## config.mk

```make
export PLATFORM = sky130hd
export DESIGN_NAME = fifo_sync_ctrl
export DESIGN_NICKNAME = d
export VERILOG_FILES = /design/src/rtl/fifo_sync_ctrl.sv
export SDC_FILE = /design/constraint.sdc
export NUM_CORES = 1
export LEC_CHECK = 0
export BUFFER_PORTS_ARGS = -buffer_cell sky130_fd_sc_hd__buf_2
export CAP_MARGIN = 20
export CORE_MARGIN = 8
export CORE_UTILIZATION = 55
export CTS_BUF_LIST = sky130_fd_sc_hd__clkbuf_16
export DETAILED_ROUTE_END_ITERATION = 10
export PLACE_DENSITY = 0.72
export SLEW_MARGIN = 20
export SYNTH_ARGS = -nofsm -noshare
export SYNTH_HDL_FRONTEND = slang
export SYNTH_SLANG_ARGS = --single-unit
```

## constraint.sdc

```tcl
create_clock -name clk -period 5.1 [get_ports clk]
set_input_delay 1.02 -clock clk [delete_from_list [all_inputs] [get_ports clk]]
set_output_delay 1.02 -clock clk [all_outputs]
set_load 0.01 [all_outputs]
```

## src/rtl/fifo_sync_ctrl.sv

```systemverilog
// Single-clock FIFO with fill count, almost-full/almost-empty thresholds,
// sticky error flags, synchronous flush and optional first-word-fall-through reads.
module fifo_sync_ctrl #(
    parameter int dw     = 32,
    parameter int DEPTH  = 16,
    parameter int AF_LVL = 14,
    parameter int AE_LVL = 2,
    parameter int FWFT   = 0
) (
    input  logic                       clk,
    input  logic                       rst_n,
    input  logic                       clr,
    input  logic [dw-1:0]              din,
    input  logic                       wen,
    input  logic                       ren,
    output logic [dw-1:0]              dout,
    output logic                       empty,
    output logic                       full,
    output logic                       almost_empty,
    output logic                       almost_full,
    output logic [$clog2(DEPTH):0]     count,
    output logic                       overflow,
    output logic                       underflow
);

    localparam int AW = $clog2(DEPTH);
    localparam int CW = AW + 1;

    logic [dw-1:0] mem [DEPTH];
    logic [CW-1:0] wr_ptr, rd_ptr, count_q;
    logic [AW-1:0] wr_idx, rd_idx;
    logic          wr_ok, rd_ok;

    assign wr_idx = wr_ptr[AW-1:0];
    assign rd_idx = rd_ptr[AW-1:0];

    // Equal indices with differing wrap bits means the writer is a full lap ahead.
    assign empty = (wr_ptr == rd_ptr);
    assign full  = (wr_ptr[AW] != rd_ptr[AW]) && (wr_idx == rd_idx);

    assign almost_full  = (count_q >= CW'(AF_LVL));
    assign almost_empty = (count_q <= CW'(AE_LVL));
    assign count        = count_q;

    assign rd_ok = ren & ~empty;
    assign wr_ok = wen & (~full | rd_ok);

    always_ff @(posedge clk) begin
        if (wr_ok && !clr)
            mem[wr_idx] <= din;
    end

    always_ff @(posedge clk or negedge rst_n) begin
        if (!rst_n) begin
            wr_ptr    <= '0;
            rd_ptr    <= '0;
            count_q   <= '0;
            overflow  <= 1'b0;
            underflow <= 1'b0;
        end else if (clr) begin
            wr_ptr    <= '0;
            rd_ptr    <= '0;
            count_q   <= '0;
            overflow  <= 1'b0;
            underflow <= 1'b0;
        end else begin
            if (wr_ok)
                wr_ptr <= wr_ptr + CW'(1);
            if (rd_ok)
                rd_ptr <= rd_ptr + CW'(1);
            case ({wr_ok, rd_ok})
                2'b10:   count_q <= count_q + CW'(1);
                2'b01:   count_q <= count_q - CW'(1);
                default: count_q <= count_q;
            endcase
            if (wen && !wr_ok)
                overflow <= 1'b1;
            if (ren && !rd_ok)
                underflow <= 1'b1;
        end
    end

    generate
        if (FWFT != 0) begin : g_fwft
            assign dout = empty ? '0 : mem[rd_idx];
        end else begin : g_std
            logic [dw-1:0] dout_q;

            // Flush leaves the last read word in place; only reset clears it.
            always_ff @(posedge clk or negedge rst_n) begin
                if (!rst_n)
                    dout_q <= '0;
                else if (rd_ok && !clr)
                    dout_q <= mem[rd_idx];
            end

            assign dout = dout_q;
        end
    endgenerate

endmodule
```

Yosys cells after proc, flatten, opt, wreduce, memory -nomap -nowiden
Memory sizes are Yosys's and may differ from the RTL's. A register that Yosys moved wholly into a read port is not among the register bits.
Index checks and enable logic that the tools add are counted.
{"block": "totals", "register_bits": 17, "ramBits": 512, "elab_cells": 48, "n_memories": 1}
{"block": "classes", "n_addsub": 4, "order_cmp": 2, "eq_ne": 5, "mux": 12, "bitwise_logic": 5, "reduce_logical": 14}
{"name": "mem", "depth": 16, "width": 32, "rd": 1, "rd_ports_with_merged_regs": 1, "wr": 1, "line_no": "29", "text": "logic [dw-1:0] mem [DEPTH];"}
{"operator": "$mux 5", "n": 5}
{"operator": "$add 5x1->5 const B", "n": 3}
{"operator": "$pmux 5 s2", "n": 1}
{"operator": "$reduce_bool 2->1", "n": 4}
{"operator": "$mux 1", "n": 6}
{"operator": "$eq 5x5->1", "n": 1}
{"operator": "$ge 5x4->1 const B", "n": 1}
{"operator": "$le 5x2->1 const B", "n": 1}
{"operator": "$logic_and 1x1->1", "n": 5}
{"operator": "$sub 5x1->5 const B", "n": 1}
{"operator": "$eq 4x4->1", "n": 1}
{"operator": "$logic_not 1->1", "n": 4}
{"operator": "$reduce_bool 3->1", "n": 1}
{"operator": "$and 1x1->1", "n": 2}
{"operator": "$eq 2x1->1 const B", "n": 1}
{"operator": "$eq 2x2->1 const B", "n": 1}
{"operator": "$not 1->1", "n": 2}
{"operator": "$ne 1x1->1", "n": 1}
{"operator": "$or 1x1->1", "n": 1}

Longest topological paths before layout
{"block": "depth", "depth_word": 9, "depth_mapped": 12, "depth_no_buf": 11}

Worst setup path after synthesis
No wires, ideal clock.
{"block": "synth_path", "kind": "input-to-reg", "start": "input port ren", "end": "memory mem[0][0] (enable)", "setup_time_ps": 461, "arrival_time_ps": 4128, "setup_slack_ps": 511, "stages": 5, "n_path_buf": 1, "cell_sequence": "clkbuf_1 -> nor2_1 -> a211oi_1 -> nand2_1 -> nor3_1"}
{"block": "synth_via", "elab_chain_len": 6}
{"item": "from (decl)", "line_no": "15", "text": "input logic ren,"}
{"item": "$and 1x1->1", "line_no": "45", "text": "assign rd_ok = ren & ~empty;"}
{"item": "$or 1x1->1", "line_no": "46", "text": "assign wr_ok = wen & (~full | rd_ok);"}
{"item": "$and 1x1->1", "line_no": "46"}
{"item": "$logic_and 1x1->1", "line_no": "49", "text": "if (wr_ok && !clr)"}
{"item": "$mux 1", "line_no": "49"}
{"item": "$mux 1 (implied by the code)", "line_no": "50", "text": "mem[wr_idx] <= din;"}
{"item": "to (decl)", "line_no": "29"}
Every way passes these cells.

Final worst setup path
{"block": "layout_path", "start": "register rd_ptr[1]", "end": "register g_std.dout_q[7], in the netlist dout[7] (read register of mem)"}
{"block": "layout_via", "elab_chain_len": 4}
{"item": "from (decl)", "line_no": "30", "text": "logic [CW-1:0] wr_ptr, rd_ptr, count_q;"}
{"item": "from (signal assigned)", "line_no": "70", "text": "rd_ptr <= rd_ptr + CW'(1);"}
{"item": "$eq 5x5->1", "line_no": "38", "text": "assign empty = (wr_ptr == rd_ptr);"}
{"item": "$not 1->1", "line_no": "45"}
{"item": "$and 1x1->1", "line_no": "45"}
{"item": "$logic_and 1x1->1", "line_no": "93", "text": "else if (rd_ok && !clr)"}
{"item": "to (decl)", "line_no": "87", "text": "logic [dw-1:0] dout_q;"}
Parallel ways exist; a longest one is shown, timed or not.
A chain may end at the register's enable or synchronous reset.

==> impl_metrics.toml <==
[outcome]
status = "complete, no violations"

[power_and_ir_drop]
powerDensity_nw_per_um2 = 430
ir_drop_uv = 271
power.total_mw = 10.6
total_leakage_power_nw = 8.08

[drt]
firstDrtPassIters = 5
wl_mm = 46.2
ant_nets = 0
routed_via_density = 6.20
wl_per_cell_um = 27.8
drc_errors = 0
via_count = 10300
drt_iter0_markers = 1224

[global_routing]
antenna_found_initial = 1
grt_pass1_wl_mm = 70.0
overflow = 0
grt_usage_pct = 20.1
grt_max_degree = 105
grt_pass1_vias = 10800

[logic_synthesis]
synth-seq-cells = 561
synth-simple-area-share_pct = 1.92
synth_top_cell_by_area = "edfxtp_1"
synthesis.nets = 1041
synth-edff-count = 512
synth_warnings = 0
synth_compound_area_share_pct = 3.15
synthTopCellsByCount = "edfxtp_1, mux4_2, a22oi_1"
synthMuxAreaShare_pct = 15.6
seq_area_frac_synth_pct = 76.6
netlist_area_sq_um = 21700
avgSynthCellArea_sq_um = 21.8
synthMostInstantiatedCell = "edfxtp_1"
async_reset_ff_share_pct = 8.73
synthXorXnorAreaFrac_pct = 0.646
synth_area_leaders = "edfxtp_1, mux4_2, dfrtp_1"
synth_adder_area_share_pct = 0.554
ys.flop_type = "edfxtp_1"
synth_top_family_by_area = "multiplexers"
ys_types = 45
synthCells = 995
synth_top_area_share_pct = 70.9

[place]
post-place-ws_ns = 1.58
dpl.hpwl_mm = 26.5
place_inst = 1564
gp_congestion = 0.780
port_buffers = 79
postPlaceCellArea_sq_um = 23000

[worst_setup_path]
critPathRequiredTime_ns = 5.56
critPathSlowestCell = "buf_4"
cp_common_cell = "buf_4"
worstPathArrival_ns = 3.99
path_buf_inv = 2
crit_path_end_kind = "flip-flop"
critical-path-top-delay-family = "buffers and inverters"
crit_type = "flip-flop to flip-flop"
worstSetupStartpoint = "rd_ptr[1]"
worstPathCellList = "buf_4 > buf_4 > mux4_2 > a22oi_1 > nand2_1 > mux2_4"
startpoint_type = "flip-flop"
cp_max_fo = 55
critical_path.max_stage_delay_ns = 0.73
r2r-start = "rd_ptr[1]"

[clocking]
cts_setup_buffers = 0
worst_skew_pair.late_latency_ns = 0.58
cts-hold-fix-buffers = 0
clk_pin_slew_worst_paths_ns = 0.06
clk_path_buf_depth = 3
clock-sinks = 561
cts_tree = "done"
numCtsBuffers = 54
postCtsResizedCells = 0
htreeDepth = 2
cts_root_buf = "clkbuf_16"

[sta]
max_freq_ghz = 0.284
fin_ws_ns = 1.57
worst_clock_skew_ns = 0.0214
rsz0062_at_grt = "no"
hold_slack_ns = 0.504
finalHoldViolCount = 0
fin_crit_sh_pct = 69.2
drv_slew = 0
setup_viol = 0
setup_tns_ns = 0
worst_slew_pin_slew_ns = 1.13
fin_crit_ns = 3.53
slew_headroom_pct = 24.7

[floorplan]
start_util_pct = 56.0
dieHeight_um = 215
die_area_sq_um = 46000
die_width_um = 215
rows = 72
io_pins = 80
core_sq_um = 38700

[final_layout]
diodes = 0
stdcell_count = 1663
fin_util_pct = 63.8
drive_gt1_share_pct = 31.9
synthToLayoutAreaGrowth_pct = 14.1
final_area_sq_um = 24700
nFillCells = 2541
final_nets = 1149

[run]
drv_cap = 0

[min_path]
min_path_type = "flip-flop to flip-flop"
hp-start = "dout[27]"
## cell type report
cell class              instances  area, sq um  share of cell area (%)
well taps                     518          648                    2.62
clock inverters                41          260                    1.05
flip-flops and latches        561        16600                    67.2
repair buffers                106          883                    3.57
clock buffers                  57         1430                    5.77
inverters                       6         22.5                  0.0911
multi-input cells             374         4880                    19.7
## layout by cell type, fill, tap and decap left out, types with 2 or more instances in the layout
cell         n
clkinv_4     2
a21o_1       2
mux2_4      30
clkinv_2     6
ha_1         8
nor2_1      18
a22oi_1     64
buf_2       79
nor3_2       4
mux2i_1      2
clkbuf_16   57
o22ai_1      2
a211oi_1     3
buf_16      12
inv_1       17
buf_12       3
dfrtp_4      2
or3_1        3
mux4_2     128
clkinv_1    16
o21ai_0      4
buf_4       11
a21oi_1      8
edfxtp_1   512
nand2_1     39
dfrtp_1     47
nor2_4      13
xor2_1       7
bufinv_16    3
nand2b_1     5
mux2_2       3
xnor2_1      9
o211ai_1     2
nor2b_4      2
## report_power, final
group / internal [mW] / total (mW) / switching (mW)
sequential: 5.20 / 5.39 / 0.189
clock: 2.16 / 3.77 / 1.62
combinational: 0.787 / 1.48 / 0.695
## worst reg2reg max path: cells and delay by family (launching register included)
| family | cells | cell delay (ns) |
|---|---|---|
| buffers and inverters | 2 | 1.54 |
| flip-flops | 1 | 0.71 |
| multiplexers | 2 | 0.74 |
| AO/OA/AOI/OAI | 1 | 0.31 |
| AND/OR/NAND/NOR | 1 | 0.12 |
## cells by family after synthesis
| family | Yosys count |
|---|---|
| AO/OA/AOI/OAI | 94 |
| XOR/XNOR | 16 |
| adder cells (fa/ha/maj) | 9 |
| buffers and inverters | 60 |
| flip-flops | 561 |
| multiplexers | 163 |
| AND/OR/NAND/NOR | 92 |
## registers in the layout (all words and copies together), names as in the netlist
register   count
wr_ptr         5
overflow       1
count          5
rd_ptr         5
underflow      1
mem          512
dout          32
## per-layer routing
| metal | vias up | wire, um | global-route usage, % |
|---|---|---|---|
| li1 | 4347 | - | - |
| met1 | 5468 | 19400 | 28.2 |
| met2 | 419 | 22400 | 32.0 |
| met3 | 74 | 3570 | 4.75 |
| met4 | 2 | 885 | 4.78 |
| met5 | - | 11 | 0 |
## final timing paths
| path | to | slack [ns] | cells after the start |
|---|---|---|---|
| setup / recovery | dout[7] | 1.57 | 6 |
| hold / removal | dout[27] | 0.50 | 1 |
| setup reg to reg | dout[7] | 1.57 | 6 |
| hold reg to reg | dout[27] | 0.50 | 1 |
| max in group asynchronous | rd_ptr[1] | 3.89 | 2 |
| min in group asynchronous | count[0] | 0.61 | 2 |
(Power assumes the default switching activity.)
